<file path="config.mk">
export PLATFORM = sky130hd
export DESIGN_NAME = dcache_evict_reader
export DESIGN_NICKNAME = d
export VERILOG_FILES = /design/src/rtl/dcache_pkg.sv /design/src/rtl/dcache_evict_reader.sv
export SDC_FILE = /design/constraint.sdc
export NUM_CORES = 1
export LEC_CHECK = 0
export CAP_MARGIN = 10
export CORE_AREA = 2 2 437 439
export DETAILED_ROUTE_END_ITERATION = 10
export DIE_AREA = 0 0 439 441
export HOLD_SLACK_MARGIN = 0.1
export REMOVE_ABC_BUFFERS = 1
export SYNTH_ARGS = -nofsm -noshare
export SYNTH_HDL_FRONTEND = slang
export SYNTH_SLANG_ARGS = --single-unit
</file>
<file path="constraint.sdc">
create_clock -name clk -period 43.6 [get_ports clk]
set_input_delay 6.54 -clock clk [delete_from_list [all_inputs] [get_ports clk]]
set_output_delay 6.54 -clock clk [all_outputs]
set_load 0.03 [all_outputs]
</file>
<file path="src/rtl/dcache_pkg.sv">
// Shared DCache eviction-path types and geometry.
// Geometry defaults apply only when the build does not already define the DCACHE_* macros.
`ifndef DCACHE_MISS_WIDTH
`define DCACHE_MISS_WIDTH 4
`endif
`ifndef DCACHE_WAY
`define DCACHE_WAY 4
`endif
`ifndef DCACHE_SET_WIDTH
`define DCACHE_SET_WIDTH 6
`endif
`ifndef DCACHE_BANK
`define DCACHE_BANK 8
`endif
`ifndef DCACHE_BITS
`define DCACHE_BITS 64
`endif
`ifndef DCACHE_LINE
`define DCACHE_LINE 64
`endif
`ifndef VADDR_SIZE
`define VADDR_SIZE 39
`endif

package dcache_pkg;
  localparam int DCACHE_MISS_W  = `DCACHE_MISS_WIDTH;
  localparam int DCACHE_WAY_W   = $clog2(`DCACHE_WAY);
  localparam int DCACHE_SET_W   = `DCACHE_SET_WIDTH;
  localparam int DCACHE_BANK_N  = `DCACHE_BANK;
  localparam int DCACHE_BITS_N  = `DCACHE_BITS;
  localparam int DCACHE_LINE_OFF = $clog2(`DCACHE_LINE);
  localparam int DCACHE_VADDR_W = `VADDR_SIZE;

  typedef enum logic [2:0] {
    IDLE  = 3'd0,
    READ  = 3'd1,
    CAPT  = 3'd2,
    PUSH  = 3'd3,
    CLEAN = 3'd4
  } EvictState;

  typedef struct packed {
    logic [DCACHE_MISS_W-1:0]  missIdx;
    logic [DCACHE_VADDR_W-1:0] addr;
    logic [DCACHE_WAY_W-1:0]   way;
    logic                      dirty;
  } EvictReq;

  typedef logic [DCACHE_BANK_N-1:0][DCACHE_BITS_N-1:0] EvictLine;
endpackage

</file>
<file path="src/rtl/dcache_evict_reader.sv">
// Victim-eviction reader: reads dirty victim lines from the data banks and pushes them into the
// replace queue; clean victims are dropped with a one-cycle completion pulse.
// Optional macro DCACHE_EVICT_SKID_EN adds a one-entry request skid so a new request can be
// accepted while the FSM is busy and started the cycle it returns to IDLE.
module dcache_evict_reader
  import dcache_pkg::*;
#(
  parameter int MISS_W   = DCACHE_MISS_W,
  parameter int WAY_W    = DCACHE_WAY_W,
  parameter int SET_W    = DCACHE_SET_W,
  parameter int BANK     = DCACHE_BANK_N,
  parameter int BITS     = DCACHE_BITS_N,
  parameter int LINE_OFF = DCACHE_LINE_OFF,
  parameter int VADDR_W  = DCACHE_VADDR_W
) (
  input  logic                   clk,
  input  logic                   rst,
  input  logic                   req_valid,
  output logic                   req_ready,
  input  logic [MISS_W-1:0]      req_miss_idx,
  input  logic [VADDR_W-1:0]     req_addr,
  input  logic [WAY_W-1:0]       req_way,
  input  logic                   req_dirty,
  output logic                   rd_req,
  input  logic                   rd_grant,
  output logic [SET_W-1:0]       rd_set,
  output logic [WAY_W-1:0]       rd_way,
  input  logic [BANK*BITS-1:0]   rd_data,
  output logic                   rq_en,
  input  logic                   rq_full,
  output logic [MISS_W-1:0]      rq_miss_idx,
  output logic [VADDR_W-1:0]     rq_addr,
  output logic [BANK*BITS-1:0]   rq_data,
  output logic                   clean_done,
  output logic [MISS_W-1:0]      clean_idx
);
  localparam int LINE_W = BANK * BITS;
  localparam int TAG_W  = VADDR_W - LINE_OFF;

  EvictState state, state_nxt;

  // Launched request; only the line-aligned address bits are kept
  logic [MISS_W-1:0] idx_p0;
  logic [TAG_W-1:0]  addr_p0;
  logic [WAY_W-1:0]  way_p0;
  logic [LINE_W-1:0] line_p1;

  logic              start;
  logic [MISS_W-1:0] src_idx;
  logic [TAG_W-1:0]  src_addr;
  logic [WAY_W-1:0]  src_way;
  logic              src_dirty;

  // Byte-offset bits of the victim address carry no information for a line eviction
  logic unused_addr_off;
  assign unused_addr_off = ^req_addr[LINE_OFF-1:0];

`ifdef DCACHE_EVICT_SKID_EN
  logic              skid_valid;
  logic [MISS_W-1:0] skid_idx;
  logic [TAG_W-1:0]  skid_addr;
  logic [WAY_W-1:0]  skid_way;
  logic              skid_dirty;
  logic              acc;

  assign req_ready = ~skid_valid & ~rst;
  assign acc       = req_valid & req_ready;
  // A parked request has priority; a fresh one bypasses the skid when the FSM is free
  assign start     = (state == IDLE) & (skid_valid | acc);
  assign src_idx   = skid_valid ? skid_idx   : req_miss_idx;
  assign src_addr  = skid_valid ? skid_addr  : req_addr[VADDR_W-1:LINE_OFF];
  assign src_way   = skid_valid ? skid_way   : req_way;
  assign src_dirty = skid_valid ? skid_dirty : req_dirty;

  // Skid occupancy: filled when accepting while busy, drained when the FSM launches it
  always_ff @(posedge clk or posedge rst) begin
    if (rst)
      skid_valid <= 1'b0;
    else if (acc && state != IDLE)
      skid_valid <= 1'b1;
    else if (start && skid_valid)
      skid_valid <= 1'b0;
  end

  // Skid payload, loaded alongside the occupancy bit
  always_ff @(posedge clk) begin
    if (acc && state != IDLE) begin
      skid_idx   <= req_miss_idx;
      skid_addr  <= req_addr[VADDR_W-1:LINE_OFF];
      skid_way   <= req_way;
      skid_dirty <= req_dirty;
    end
  end
`else
  assign req_ready = (state == IDLE) & ~rst;
  assign start     = req_valid & req_ready;
  assign src_idx   = req_miss_idx;
  assign src_addr  = req_addr[VADDR_W-1:LINE_OFF];
  assign src_way   = req_way;
  assign src_dirty = req_dirty;
`endif

  // State register
  always_ff @(posedge clk or posedge rst) begin
    if (rst) state <= IDLE;
    else     state <= state_nxt;
  end

  // Next-state logic
  always_comb begin
    state_nxt = state;
    case (state)
      IDLE:    if (start) state_nxt = src_dirty ? READ : CLEAN;
      READ:    if (rd_grant) state_nxt = CAPT;
      CAPT:    state_nxt = PUSH;
      PUSH:    if (!rq_full) state_nxt = IDLE;
      CLEAN:   state_nxt = IDLE;
      default: state_nxt = IDLE;
    endcase
  end

  // Stage p0: request latched at launch, held for the whole operation
  always_ff @(posedge clk) begin
    if (start) begin
      idx_p0  <= src_idx;
      addr_p0 <= src_addr;
      way_p0  <= src_way;
    end
  end

  // Stage p1: bank data is valid only in the cycle after the grant
  always_ff @(posedge clk) begin
    if (state == CAPT) line_p1 <= rd_data;
  end

  // Outputs are gated by state so a reset clears them immediately and no stale data leaks
  always_comb begin
    rd_req      = 1'b0;
    rd_set      = '0;
    rd_way      = '0;
    rq_en       = 1'b0;
    rq_miss_idx = '0;
    rq_addr     = '0;
    rq_data     = '0;
    clean_done  = 1'b0;
    clean_idx   = '0;
    case (state)
      READ: begin
        rd_req = 1'b1;
        rd_set = addr_p0[SET_W-1:0];
        rd_way = way_p0;
      end
      PUSH: begin
        rq_en       = 1'b1;
        rq_miss_idx = idx_p0;
        rq_addr     = {addr_p0, {LINE_OFF{1'b0}}};
        rq_data     = line_p1;
      end
      CLEAN: begin
        clean_done = 1'b1;
        clean_idx  = idx_p0;
      end
      default: ;
    endcase
  end
endmodule

</file>
Word-level counts from Yosys, hierarchy flattened
Cells that the tools add are included.
{"block": "word_totals", "input_bits": 563, "ff_bits": 554, "wordCells": 31, "out_inout_bits": 571}
{"block": "op_classes", "muxes": 14, "bitwise": 3, "n_eq_ne": 7, "n_reduce_logical": 2}
{"op": "$mux W512", "n": 1}
{"op": "$mux W39", "n": 1}
{"op": "$mux W3", "n": 4}
{"op": "$pmux W3 S4", "n": 1}
{"op": "$mux W4", "n": 2}
{"op": "$eq A3 B2 Y1 const B", "n": 2}
{"op": "$mux W6", "n": 1}
{"op": "$ne A2 B2 Y1 const B", "n": 3}
{"op": "$eq A3 B1 Y1 const B", "n": 1}
{"op": "$eq A3 B3 Y1 const B", "n": 1}
{"op": "$logic_not A3 Y1", "n": 1}
{"op": "$mux W1", "n": 3}
{"op": "$reduce_and A3 Y1", "n": 1}
{"op": "$and A1 B1 Y1", "n": 2}
{"op": "$mux W2", "n": 1}
{"op": "$not A1 Y1", "n": 1}

Logic depth before layout (Yosys ltp)
{"block": "depth", "ltp_word": 5, "mapped_depth": 6, "ltp_nobuf": 3}

Least setup slack after synthesis
OpenSTA, ideal clock, no wires.
{"block": "synth_timing", "path_kind": "register to register", "startpoint": "reg state[2]", "endpoint": "reg line_p1[0] (enable)", "arrival_time_ns": 37.463, "setup_slack_ns": 4.018, "period_less_slack_ns": 39.582, "setup_time_ns": 2.120, "required_time_ns": 41.480, "path_stages_with_launch": 3, "n_path_buf": 1, "cell_sequence": "dfrtp_1 -> clkbuf_1 -> nor3b_1"}
{"block": "synth_via", "elab_chain_cells": 1}
{"element": "start: declaration", "line": "dcache_evict_reader.sv:40", "source": "EvictState state, state_nxt;"}
{"element": "start signal: assignment", "line": "dcache_evict_reader.sv:106", "source": "else state <= state_nxt;"}
{"element": "$eq A3 B2 Y1", "line": "dcache_evict_reader.sv:133", "source": "if (state == CAPT) line_p1 <= rd_data;"}
{"element": "end signal: assignment", "line": "dcache_evict_reader.sv:133"}
{"element": "end: declaration", "line": "dcache_evict_reader.sv:46", "source": "logic [LINE_W-1:0] line_p1;"}
Every way passes these cells.
A chain may end at the register's enable or synchronous reset.

Final worst setup path
{"block": "layout_timing", "startpoint": "in rst", "endpoint": "out req_ready"}
{"block": "layout_via", "elab_chain_cells": 2}
{"element": "start: declaration", "line": "dcache_evict_reader.sv:17", "source": "input logic rst,"}
{"element": "$not A1 Y1", "line": "dcache_evict_reader.sv:95", "source": "assign req_ready = (state == IDLE) & ~rst;"}
{"element": "$and A1 B1 Y1", "line": "dcache_evict_reader.sv:95"}
{"element": "end: declaration", "line": "dcache_evict_reader.sv:19", "source": "output logic req_ready,"}
Every way passes these cells.

==> flow_metrics.env <==
export IMPL_outcome="complete, no violations"
export IMPL_critPathLaunch="rst"
export IMPL_initial_core_util=0.112
export IMPL_cts_tree="built"
export IMPL_worst_path_stages=3
export IMPL_seq_area_um2=16600
export IMPL_ys_ff_latch=554
export IMPL_fp_dieArea_um2=194000
export IMPL_netlist_area_leader_share=0.781
export IMPL_cts_setup_buffers=0
export IMPL_finalSetupViolCount=0
export IMPL_worst_r2r_setup_slack_ps=40080
export IMPL_ff2ff_path_depth=4
export IMPL_path_buf_inv=2
export IMPL_ioPinCount=1134
export IMPL_ys_warn_count=0
export IMPL_synth_area_per_cell_um2=17.6
export IMPL_cts_resized=0
export IMPL_drive_gt1_frac=0.0573
export IMPL_die_w_um=439
export IMPL_synth_most_common_cell="and2_1"
export IMPL_hpwlAfterDp_mm=113
export IMPL_synth_edf_count=551
export IMPL_grt_pass1_wl_mm=166
export IMPL_vias=15365
export IMPL_drt_first_pass_iters=5
export IMPL_drc=0
export IMPL_netlist_instances=1202
export IMPL_max_freq_mhz=68.6
export IMPL_setup_tns_ps=0
export IMPL_grtUsageTotal=0.135
export IMPL_crit_family="buffers and inverters"
export IMPL_globalplace_congestion=0.907
export IMPL_antenna_found_initial=122
export IMPL_netlist_area_um2=21200
export IMPL_max_slew_margin=0.241
export IMPL_layoutNonFillerInstCount=4936
export IMPL_power_per_cell_area_nw_per_um2=67.1
export IMPL_via_per_inst=3.11
export IMPL_final_cell_area_um2=37500
export IMPL_arrival_ps=8040
export IMPL_cts_root_buffer="clkbuf_16"
export IMPL_worst_pin_slew_ps=1140
export IMPL_dpl_cell_area_um2=34700
export IMPL_core_area_um2=189000
export IMPL_wire_per_inst_um=27.8
export IMPL_synth_area_leader_cell="edfxtp_1"
export IMPL_reg2reg_from="state[2]"
export IMPL_drtIter0Drc=1209
export IMPL_slowest_delay_ps=760
export IMPL_synth_area_leaders="edfxtp_1 78%, and2_1 17%, buf_8 3.5%"
export IMPL_cap_viol_max_count=0
export IMPL_num_rows=160
export IMPL_nFillCells=20319
export IMPL_hold_violations=0
export IMPL_grt_max_degree=230
export IMPL_async_flop_share=0.00542
export IMPL_crit_required_ps=37060
export IMPL_worst_setup_path_type="input port to output port"
export IMPL_io_buffers=1121
export IMPL_ys_types=26
export IMPL_r2r_end="line_p1[423]"
export IMPL_drv_slew=0
export IMPL_ys_seq_area_frac=0.785
export IMPL_finalNetCount=2913
export IMPL_power_leakage_nw=12.3
export IMPL_cp_slowest_cell="clkdlybuf4s50_1"
export IMPL_finalClockSkew_ps=14.6
export IMPL_fin_crit_sh=0.334
export IMPL_startpoint_type="input port"
export IMPL_hp_class="flop to flop"
export IMPL_grt_pass1_vias=14956
export IMPL_clkLatencyLatePin_ps=700
export IMPL_synth_top_cells_by_count="559 x and2_1, 551 x edfxtp_1, 50 x buf_8"
export IMPL_syn_to_final_growth_pct=77.0
export IMPL_cts_clk_slew_worst_paths_ps=60
export IMPL_clockBufferDepth=3
export IMPL_crit_top_cell="clkdlybuf4s50_1"
export IMPL_crit_chain="clkdlybuf4s50_1 -> nor4_1 -> clkdlybuf4s50_1"
export IMPL_worstPathMaxFanout=2
export IMPL_dieHeight_um=441
export IMPL_end_kind="output port"
export IMPL_endpoint="req_ready"
export IMPL_overflow=0
export IMPL_cts_buffers=77
export IMPL_postCtsHoldBufs=0
export IMPL_rsz0062_at_grt="false"
export IMPL_ir_drop_mv=0.0439
export IMPL_wl_mm=137
export IMPL_setup_ws_ps=29020
export IMPL_multiInputGateArea_um2=3640
export IMPL_pre_cts_ws_ps=29070
export IMPL_clkSinkCount=554
export IMPL_synthFlopType="edfxtp_1"
export IMPL_holdWs_ps=632
export IMPL_htreeDepth=3
export IMPL_placed_cells=4782
export IMPL_ant_nets=0
export IMPL_period_needed_ps=14580
[worst min path at each step]
stage               depth (start not counted)     start        to
finish                                      1  state[0]  state[0]
global route                                1  state[0]  state[0]
CTS                                         1  state[0]  state[0]
detailed placement                          1  state[0]  state[0]
global placement                            1  state[0]  state[0]
floorplan                                   1  state[0]  state[0]
[routing by layer]
metal | vias up | GRT usage | wire length (µm)
met5 | - | 0 | 53
met3 | 347 | 0.100 | 22200
met4 | 8 | 0.0457 | 5390
li1 | 6503 | - | -
met1 | 7474 | 0.137 | 46200
met2 | 1033 | 0.215 | 63200
[area by class of cell]
type	instances	share of cell area
inverter	3	0.000300
tap	2511	0.0838
antenna	16	0.00107
timing repair buffer	1133	0.302
sequential	554	0.443
clock inverter	53	0.0197
multi-input combinational	581	0.0971
clock buffer	85	0.0522
[registers in the layout (all words and copies together) (netlist names)]
register	flops
way_p0	2
state	3
line_p1	512
idx_p0	4
addr_p0	33
[cell usage in the layout, fill, tap and decap left out, drive strengths merged, types with 2 or more instances in the layout]
master	n
clkbuf	85
edfxtp	551
conb	6
and2	559
clkdlybuf4s50	1121
nor3b	2
buf	12
clkinv	27
inv	11
diode	16
dfrtp	3
and3	4
clkinvlp	5
bufinv	13
[stage by stage]
step | utilization | power (mW)
after global routing | 0.198 | 2.63
final | 0.198 | 2.52
after CTS | 0.198 | 2.57
after detailed placement | 0.184 | 1.86
after global placement | 0.184 | 1.85
after floorplan | - | 1.51
[power by group]
| part | leakage, nW | switching [mW] | internal, mW | total (mW) |
|---|---|---|---|---|
| Combinational | 5.91 | 0.683 | 0.353 | 1.04 |
| Clock | 1.30 | 0.280 | 0.407 | 0.687 |
| Sequential | 5.14 | 0.0381 | 0.755 | 0.794 |
| Total | 12.3 | 1.00 | 1.51 | 2.52 |
[cell families (layout without fill, tap and decap cells)]
kind of cell | Yosys count | in the layout | synth area share
other | 1 | 22 | 0.000177
flip-flops | 554 | 554 | 0.785
buffers and inverters | 72 | 1274 | 0.0447
multiplexers | 1 | 1 | 0.000473
AO/OA/AOI/OAI | 3 | 3 | 0.000886
AND/OR/NAND/NOR | 571 | 571 | 0.169
[worst reg2reg max path: cells and delay by family, from the launching register on]
| family | cells | cell delay (ps) |
|---|---|---|
| flip-flops | 1 | 560 |
| AND/OR/NAND/NOR | 1 | 330 |
| buffers and inverters | 3 | 2210 |
Note: power is estimated with default switching activity, not from simulation.
